**src/rtl/fetch_stage.sv**
```systemverilog
// Instruction fetch stage: owns the PC, issues in-order instruction memory
// requests under a credit limit, buffers returned words with their PCs and
// hands them to decode over valid/ready. Redirects flush buffered and
// in-flight instructions.
module fetch_stage #(
    parameter logic [31:0] RESET_PC  = 32'h0000_0000,
    parameter int unsigned BUF_DEPTH = 2
) (
    input  logic        clk_i,
    input  logic        reset_i,
    input  logic        pc_select_i,
    input  logic [31:0] pc_branch_i,
    output logic        imem_req_o,
    output logic [31:0] imem_addr_o,
    input  logic        imem_gnt_i,
    input  logic        imem_rvalid_i,
    input  logic [31:0] imem_rdata_i,
    output logic        if_valid_o,
    input  logic        id_ready_i,
    output logic [31:0] if_instr_o,
    output logic [31:0] if_pc_o,
    output logic [31:0] if_pc_plus4_o
);

    localparam int unsigned PW = (BUF_DEPTH > 1) ? $clog2(BUF_DEPTH) : 1;
    localparam int unsigned CW = $clog2(BUF_DEPTH + 1);

    // Program counter
    logic [31:0]   pc_q, pc_d;

    // In-flight queue: PC of every granted, unanswered request
    logic [31:0]   infl_pc_q [BUF_DEPTH];
    logic [PW-1:0] infl_wr_q, infl_wr_d;
    logic [PW-1:0] infl_rd_q, infl_rd_d;
    logic [CW-1:0] out_cnt_q, out_cnt_d;

    // Responses still to be discarded after a redirect
    logic [CW-1:0] drop_q, drop_d;

    // Instruction FIFO towards decode
    logic [31:0]   fifo_pc_q    [BUF_DEPTH];
    logic [31:0]   fifo_instr_q [BUF_DEPTH];
    logic [PW-1:0] fifo_wr_q, fifo_wr_d;
    logic [PW-1:0] fifo_rd_q, fifo_rd_d;
    logic [CW-1:0] fifo_cnt_q, fifo_cnt_d;

    // Per-cycle events
    logic          pop;
    logic          rsp;
    logic          rsp_drop;
    logic          push;
    logic          gnt;
    logic [CW:0]   used;

    function automatic logic [PW-1:0] ptr_inc(input logic [PW-1:0] p);
        return (p == PW'(BUF_DEPTH - 1)) ? '0 : p + PW'(1);
    endfunction

    // Decode handshake, credit check and qualification of bus events
    always_comb begin
        if_valid_o = (fifo_cnt_q != '0);
        pop        = if_valid_o & id_ready_i;
        // a response with nothing outstanding is an orphan and is ignored
        rsp        = imem_rvalid_i & (out_cnt_q != '0);
        rsp_drop   = rsp & (drop_q != '0);
        push       = rsp & ~rsp_drop & ~pc_select_i;
        used       = {1'b0, out_cnt_q} + {1'b0, fifo_cnt_q};
        // used - pop < BUF_DEPTH, rearranged to avoid underflow
        imem_req_o = reset_i & ~pc_select_i
                   & (used < ((CW+1)'(BUF_DEPTH) + (CW+1)'(pop)));
        gnt        = imem_req_o & imem_gnt_i;
    end

    assign imem_addr_o   = pc_q;
    assign if_instr_o    = fifo_instr_q[fifo_rd_q];
    assign if_pc_o       = fifo_pc_q[fifo_rd_q];
    assign if_pc_plus4_o = if_pc_o + 32'd4;

    // Next-state: counters move by the net change; a redirect overrides
    always_comb begin
        pc_d       = pc_q;
        infl_wr_d  = infl_wr_q;
        infl_rd_d  = infl_rd_q;
        out_cnt_d  = out_cnt_q + CW'(gnt) - CW'(rsp);
        drop_d     = drop_q - CW'(rsp_drop);
        fifo_wr_d  = push ? ptr_inc(fifo_wr_q) : fifo_wr_q;
        fifo_rd_d  = pop  ? ptr_inc(fifo_rd_q) : fifo_rd_q;
        fifo_cnt_d = fifo_cnt_q + CW'(push) - CW'(pop);

        if (gnt) begin
            infl_wr_d = ptr_inc(infl_wr_q);
            pc_d      = pc_q + 32'd4;
        end
        if (rsp) begin
            infl_rd_d = ptr_inc(infl_rd_q);
        end

        if (pc_select_i) begin
            pc_d       = pc_branch_i & 32'hFFFF_FFFC;
            fifo_rd_d  = fifo_wr_q;
            fifo_cnt_d = '0;
            // everything still in flight after this edge belongs to the old path
            drop_d     = out_cnt_q - CW'(rsp);
        end
    end

    // Control state registers
    always_ff @(posedge clk_i or negedge reset_i) begin
        if (!reset_i) begin
            pc_q       <= RESET_PC;
            infl_wr_q  <= '0;
            infl_rd_q  <= '0;
            out_cnt_q  <= '0;
            drop_q     <= '0;
            fifo_wr_q  <= '0;
            fifo_rd_q  <= '0;
            fifo_cnt_q <= '0;
        end else begin
            pc_q       <= pc_d;
            infl_wr_q  <= infl_wr_d;
            infl_rd_q  <= infl_rd_d;
            out_cnt_q  <= out_cnt_d;
            drop_q     <= drop_d;
            fifo_wr_q  <= fifo_wr_d;
            fifo_rd_q  <= fifo_rd_d;
            fifo_cnt_q <= fifo_cnt_d;
        end
    end

    // Queue and FIFO storage; cleared on reset so the head reads as zero
    always_ff @(posedge clk_i or negedge reset_i) begin
        if (!reset_i) begin
            for (int unsigned i = 0; i < BUF_DEPTH; i++) begin
                infl_pc_q[i]    <= '0;
                fifo_pc_q[i]    <= '0;
                fifo_instr_q[i] <= '0;
            end
        end else begin
            if (gnt) begin
                infl_pc_q[infl_wr_q] <= pc_q;
            end
            if (push) begin
                fifo_pc_q[fifo_wr_q]    <= infl_pc_q[infl_rd_q];
                fifo_instr_q[fifo_wr_q] <= imem_rdata_i;
            end
        end
    end

endmodule

```
**config.mk**
```make
export PLATFORM = sky130hd
export DESIGN_NAME = fetch_stage
export DESIGN_NICKNAME = d
export VERILOG_FILES = /design/src/rtl/fetch_stage.sv
export SDC_FILE = /design/constraint.sdc
export NUM_CORES = 1
export LEC_CHECK = 0
export ABC_CLOCK_PERIOD_IN_PS = 3300
export BUFFER_PORTS_ARGS = -buffer_cell sky130_fd_sc_hd__buf_2
export CAP_MARGIN = 40
export CORE_MARGIN = 1
export CORE_UTILIZATION = 25
export CTS_BUF_LIST = sky130_fd_sc_hd__clkbuf_16
export CTS_CLUSTER_SIZE = 28
export DETAILED_ROUTE_END_ITERATION = 10
export GPL_TIMING_DRIVEN = 0
export REMOVE_ABC_BUFFERS = 1
export SLEW_MARGIN = 20
export SYNTH_ARGS = -nofsm -noshare
export SYNTH_HDL_FRONTEND = slang
export SYNTH_SLANG_ARGS = --single-unit
```
**constraint.sdc**
```tcl
create_clock -name clk_i -period 3.3 [get_ports clk_i]
set_input_delay 0.66 -clock clk_i [delete_from_list [all_inputs] [get_ports clk_i]]
set_output_delay 0.66 -clock clk_i [all_outputs]
set_load 0.1 [all_outputs]
```
Word level (Yosys, flattened, before mapping)
Cells that the tools add are included.
Operators by class
  add/subtract/negate cells: 14
  multipliers: 0
  divide/modulo/power cells: 0
  magnitude comparators: 7
  equal/unequal tests: 0
  shift-type cells: 0
  muxes and demuxes: 26
  bitwise gates (word level): 14
  reductions and logical operators: 7
Operators by type and width (number)
  $mux 32: 13
  $bwmux 64: 3
  $add 32x3->32 const B: 2
  $demux 32 s1: 2
  $reduce_bool 2->1: 5
  $and 1x1->1: 8
  $ge 2x2->1 const B: 4
  $not 1->2: 4
  $sub 2x1->2: 4
  $mux 1: 6
  $add 1x1->1 const B: 4
  $add 2x1->2: 2
  $lt 2x1->1 const B: 2
  $mux 2: 2
  $add 2x1->3 const A: 1
  $add 2x2->3: 1
  $lt 3x3->1: 1
  $logic_and 1x1->1: 2
  $not 1->1: 2
Storage, ports and cells
  register bits after elaboration: 234
  latch bits: 0
  memory bits (writable): 0
  bits in read-only memories: 0
  logic and storage cells: 82
  memories: 0

Depth between registers and ports, before layout
Gate-level depths: netlist of the first run.
  depth in word-level cells: 9
  depth in mapped cells: 13
  depth with buffers taken out: 10

Worst setup path before layout of the first run
Ideal clock, no wire load.
  path kind: reg2out
  start point: register fifo_rd_q
  end point: output if_pc_plus4_o[22]
  data arrival time: 6.565 ns
  data required time: 2.640 ns
  path slack: -3.925 ns
  cell stages (with the launch flop): 14
  path buffers: 5
  path through: dfrtp_1 buf_2 buf_4 buf_2 buf_2 buf_2 mux2i_1 inv_1 ha_1 nand4b_1 a22oi_1 nand4_2 a21oi_1 xnor2_1
Between the ends
  cells in the longest elaborated chain, start to end: 5
Ends and longest elaborated chain
  start, declared: line 44  | logic [PW-1:0] fifo_rd_q, fifo_rd_d;
  start signal, assigned: line 125  | fifo_rd_q <= fifo_rd_d;
  $not 1->2 (implied by the code): line 76  | assign if_pc_o = fifo_pc_q[fifo_rd_q];
  $mux 32 (implied by the code) (3 in a row): line 76
  named net if_pc_o[2]: line 21  | output logic [31:0] if_pc_o,
  $add 32x3->32: line 77  | assign if_pc_plus4_o = if_pc_o + 32'd4;
  end, declared: line 22  | output logic [31:0] if_pc_plus4_o
The timed path passes the listed nets, and every way through them passes these cells. The select of a mux whose other input is x is not followed.

Worst setup path after layout of the first run
  start point: register fifo_rd_q
  end point: output if_pc_plus4_o[31]
Between the ends
  cells in the longest elaborated chain, start to end: 5
Ends and longest elaborated chain (line)
  $not 1->2 (implied by the code): 76
  $mux 32 (implied by the code) (3 in a row): 76
  $add 32x3->32: 77
No other way between the ends. The select of a mux whose other input is x is not followed.

==> flow_summary.json, run 1 <==
{
  "fin_tns_setup_ns": -4.81,
  "slew_headroom_pct": 47.0,
  "setup_viol_count_final": 22,
  "outcome": "finished with violations",
  "drtIter0Drc": 327,
  "cp-startpoint": "fifo_rd_q",
  "synth.distinct_cells": 53,
  "grt_pass1_vias": 7967,
  "yosys_warnings": 0,
  "yosys.area.top_type": "dfrtp_1",
  "synth_area_um2": 10800,
  "finalNonFillerCells": 1743,
  "failed_checks": "negative setup slack",
  "final_core_util_pct": 33.4,
  "clk_latency_ns": 0.55,
  "synth-seq-area-share_pct": 51.7,
  "core.rowCount": 75,
  "drive_gt1_share_pct": 42.7,
  "firstDrtPassIters": 4,
  "synth_top_area_share_pct": 51.7,
  "cp-end-kind": "output pin",
  "place_congestion": 0.756,
  "final_max_slew_viol_count": 0,
  "r2r_start": "out_cnt_q[0]",
  "maxCapViolations": 0,
  "r2r_slack_ns": 0.24,
  "placed_cells": 1669,
  "avgRoutedWirePerCell_um": 16.8,
  "synth_commonest_cells": "dfrtp_1, mux2_2, nand2_1",
  "die_width_um": 210,
  "drtAntennaViolNets": 0,
  "synthFlopType": "dfrtp_1",
  "yosysMostFrequentCell": "dfrtp_1",
  "crit_required_ns": 2.64,
  "arrival_ns": 2.97,
  "crit_path_max_fanout": 15,
  "async_reset_ff_share_pct": 100,
  "hp-class": "in -> async",
  "via_per_inst": 4.49,
  "io_pins": 200,
  "fmax_mhz": 276,
  "nets": 1227,
  "cts_tree": "built",
  "io_buffers": 191,
  "die_area_um2": 44200,
  "rsz0062_at_grt": "yes",
  "crit_type": "reg -> out",
  "grt_pass1_wl_um": 45100,
  "reg2reg_depth": 7,
  "clock_path_buffers": 3,
  "area_growth_pct": 30.6,
  "start_kind": "register",
  "grt_max_degree": 97,
  "htreeDepth": 1,
  "finalHoldViolations": 0,
  "vias": 7833,
  "skew_ns": 0.0203,
  "synth_edf_count": 0,
  "timing.rr.end": "imem_addr_o[29]",
  "netlist_top_cells_area": "dfrtp_1, mux2_2, mux2i_1",
  "avgSynthCellArea_um2": 11.6,
  "cts.sinks": 224,
  "cts_root_buf": "clkbuf_16",
  "synth_seq_cells": 224,
  "worst_pin_slew_ns": 0.792,
  "netlist_instances": 935,
  "holdBufCountCts": 0,
  "period_needed_ns": 3.63,
  "grt_overflow": 0,
  "clk_pin_slew_worst_paths_ns": 0.06,
  "antenna_found_initial": 2,
  "coreArea_um2": 42300,
  "initial_core_util_pct": 25.6,
  "wl_um": 29300,
  "period_share_pct": 110,
  "cts_buffers": 27,
  "fin_ws_ns": -0.329,
  "dp_hpwl_um": 20100,
  "n_fill_cell": 4205,
  "die_h_um": 210,
  "diodes": 0,
  "pre_cts_ws_ns": -0.978,
  "grt_use_total_pct": 13.1,
  "drc": 0
}
[layout make-up]
type / count / area (µm²) / area share [%]
multi-input cells: 641 / 5130 / 36.3
well taps: 577 / 722 / 5.10
inverters: 20 / 75.1 / 0.530
clock inverters: 21 / 186 / 1.32
clock buffers: 27 / 676 / 4.77
flip-flops and latches: 224 / 5610 / 39.6
repair buffers: 233 / 1750 / 12.4
[worst max path at each step]
stage / endpoint / cells past startpoint / slack [ns]
floorplan: if_pc_plus4_o[22] / 8 / -4.78
global placement: infl_pc_q[47] / 6 / -5.12
detailed placement: if_pc_plus4_o[28] / 10 / -0.98
CTS: if_pc_plus4_o[26] / 11 / -0.40
global route: if_pc_plus4_o[31] / 8 / -0.48
finish: if_pc_plus4_o[31] / 7 / -0.33
[cell usage in the layout, fill, tap and decap left out, drive strengths merged, types with 2 or more instances in the layout]
| master | Yosys | final |
|---|---|---|
| conb | 1 | 6 |
| clkinv | 0 | 16 |
| and3 | 8 | 8 |
| a22oi | 2 | 2 |
| mux2 | 175 | 175 |
| nand4 | 22 | 22 |
| ha | 9 | 9 |
| and4 | 3 | 3 |
| nand3 | 23 | 23 |
| nor2 | 58 | 58 |
| or3 | 7 | 7 |
| mux2i | 40 | 40 |
| buf | 42 | 231 |
| and2 | 2 | 2 |
| o31ai | 2 | 2 |
| or4 | 2 | 2 |
| nor3 | 5 | 5 |
| nor2b | 5 | 5 |
| xor2 | 34 | 34 |
| nand4b | 6 | 6 |
| nand2 | 80 | 80 |
| inv | 20 | 22 |
| xnor2 | 23 | 23 |
| a21oi | 35 | 35 |
| a31oi | 10 | 10 |
| clkbuf | 14 | 28 |
| nand3b | 5 | 5 |
| dfrtp | 224 | 224 |
| o21ai | 66 | 67 |
| bufinv | 0 | 3 |
[kinds of logic (layout without fill, tap and decap cells)]
| family | after synthesis | in the layout | share of synthesized area, % |
|---|---|---|---|
| AOI/OAI and AO/OA | 120 | 121 | 6.25 |
| xor gates and xnor gates | 57 | 57 | 4.61 |
| adders and majority gates | 10 | 10 | 1.22 |
| buffers and inverters | 76 | 301 | 3.32 |
| DFF | 224 | 224 | 51.7 |
| muxes | 215 | 215 | 21.9 |
| other | 1 | 6 | 0.0346 |
| and+or+nand+nor | 232 | 232 | 11.0 |
[sequential cells by signal, summed over array words and instances, names as in the netlist, 2 cells and up]
| signal | flops |
|---|---|
| fifo_instr_q | 64 |
| fifo_pc_q | 60 |
| infl_pc_q | 60 |
| imem_addr_o | 30 |
| drop_q | 2 |
| fifo_cnt_q | 2 |
| out_cnt_q | 2 |
[worst max-delay path, stage by stage (launching register included)]
cell     delay (ns)
dfrtp_4        0.50
buf_16         0.17
mux2_2         0.41
nor2b_2        0.31
nand4_4        0.24
nor3_4         0.30
xor2_1         0.21
buf_6          0.25
[through the flow]
step | hold slack (ns) | cell area [µm²]
after floorplan | 0.364 | 10600
final | 0.0371 | 14200
after global routing | 0.0392 | 14200
after global placement | 0.460 | 12200
after CTS | 0.0194 | 13900
after detailed placement | 0.467 | 12600
[repair_timing]
action,in CTS,in global routing
setup endpoints to repair,30,25
pin swaps,8,10
endpoints found under the hold margin,0,0
gates resized for setup,72,30
setup buffers,10,12
gates cloned,2,1
[metal layers]
layer	wire, µm	global-route usage [%]	vias up
li1	-	-	3713
met1	13000	16.9	3894
met2	14100	21.9	179
met3	1330	2.62	45
met4	846	4.18	2
met5	13	0	-
Power of run 1 is not shown: default switching activity piles up to over one toggle a cycle in this logic, so the estimate is an artifact.
==> run 2, diff against run 1 <==
- CORE_MARGIN: 1 -> 10
==> flow_summary.json, run 2 (synthesis gave the netlist of run 1 again) <==
{
  "clock_path_buffers": 3,
  "start_kind": "register",
  "final_cell_mix": "dfrtp_1, mux2_2, buf_2",
  "place_congestion": 0.753,
  "crit_path_max_fanout": 11,
  "drtIter0Drc": 377,
  "crit_required_ns": 2.64,
  "dp_hpwl_um": 21800,
  "grt_pass1_vias": 8076,
  "die_width_um": 228,
  "fmax_mhz": 281,
  "wl_um": 30900,
  "top_regs": "fifo_instr_q (64), fifo_pc_q (60), infl_pc_q (60)",
  "area_growth_pct": 29.3,
  "cts_tree": "built",
  "r2r_slack_ns": 0.37,
  "largest_reg_flops": 64,
  "initial_core_util_pct": 25.2,
  "diodes": 0,
  "holdBufCountCts": 0,
  "failed_checks": "negative setup slack",
  "drc": 0,
  "htreeDepth": 1,
  "final_max_slew_viol_count": 0,
  "fin_tns_setup_ns": -3.02,
  "io_pins": 200,
  "regMostFlops": "fifo_instr_q",
  "cts_root_buf": "clkbuf_16",
  "drtAntennaViolNets": 0,
  "r2r_start": "out_cnt_q[0]",
  "final_common_cell": "dfrtp_1",
  "grt_use_total_pct": 11.5,
  "clk_pin_slew_worst_paths_ns": 0.06,
  "hp-class": "in -> async",
  "fin_ws_ns": -0.263,
  "coreArea_um2": 43000,
  "timing.rr.end": "infl_pc_q[63]",
  "reg2reg_depth": 8,
  "skew_ns": 0.0120,
  "core.rowCount": 76,
  "avgRoutedWirePerCell_um": 17.7,
  "grt_max_degree": 97,
  "setup_viol_count_final": 18,
  "finalHoldViolations": 0,
  "slew_headroom_pct": 51.0,
  "via_per_inst": 4.45,
  "cts_buffers": 29,
  "drive_gt1_share_pct": 41.4,
  "critPathCapture": "if_pc_plus4_o[21]",
  "maxCapViolations": 0,
  "crit_type": "reg -> out",
  "grt_overflow": 0,
  "period_share_pct": 108,
  "cts.sinks": 224,
  "io_buffers": 191,
  "die_h_um": 228,
  "antenna_found_initial": 3,
  "die_area_um2": 52100,
  "vias": 7777,
  "worst_pin_slew_ns": 0.733,
  "clk_latency_ns": 0.55,
  "outcome": "finished with violations",
  "firstDrtPassIters": 4,
  "rsz0062_at_grt": "yes",
  "grt_pass1_wl_um": 48400,
  "cp-startpoint": "fifo_rd_q",
  "period_needed_ns": 3.56,
  "nets": 1224,
  "final_core_util_pct": 32.6,
  "arrival_ns": 2.90,
  "cp-end-kind": "output pin"
}
run 2: routing by layer:
metal | GRT usage, % | wire length [µm] | up-vias | share of wire (%)
li1 | - | - | 3699 | -
met1 | 15.5 | 14000 | 3838 | 45
met2 | 18.4 | 14200 | 202 | 46
met3 | 2.93 | 2070 | 36 | 6.7
met4 | 2.54 | 606 | 2 | 2.0
met5 | 0 | 8 | - | 0.026
run 2: worst min path at each step:
stage                        startpoint               end  slack, ns
after floorplan                 reset_i         drop_q[0]       0.36
after global placement    fifo_pc_q[29]     fifo_pc_q[29]       0.46
after detailed placement  fifo_pc_q[12]     fifo_pc_q[12]       0.46
after CTS                       reset_i  fifo_instr_q[27]       0.02
after global routing            reset_i  fifo_instr_q[59]       0.05
final                           reset_i  fifo_instr_q[27]       0.03
run 2: critical path, stage by stage, from the launching register on:
cell and delay (ns):
dfrtp_4 0.57, nand4b_1 0.30, a221oi_4 0.33, buf_12 0.16, nand4_4 0.22, buf_4 0.22, nor2_2 0.10, xor2_1 0.19
buf_6 0.25
run 2: layout make-up:
type	instances	area, µm²
clock buffers	29	726
repair buffers	228	1660
clock inverters	20	154
well taps	585	732
multi-input cells	641	5050
inverters	20	75.1
flip-flops and latches	224	5610
fillers	4362	29000
run 2: timing repair:
item                                    4_1_cts  5_1_grt
endpoints found under the hold margin         0        0
cloned                                        1        0
pin swaps                                     6        1
resized for setup                            64       16
endpoints found under the setup margin       25       25
setup buffers                                13        4
run 2: stage by stage:
step | std cells | worst slack [ns] | instance area (µm²) | hold WS [ns]
after floorplan | 884 | -4.78 | 10600 | 0.364
after global placement | 1660 | -5.17 | 12300 | 0.459
after detailed placement | 1679 | -0.647 | 12600 | 0.464
after CTS | 1742 | -0.307 | 13900 | 0.0155
after global routing | 1747 | -0.412 | 14000 | 0.0484
final | 1747 | -0.263 | 14000 | 0.0338
Power of run 2 is left out for the same reason.
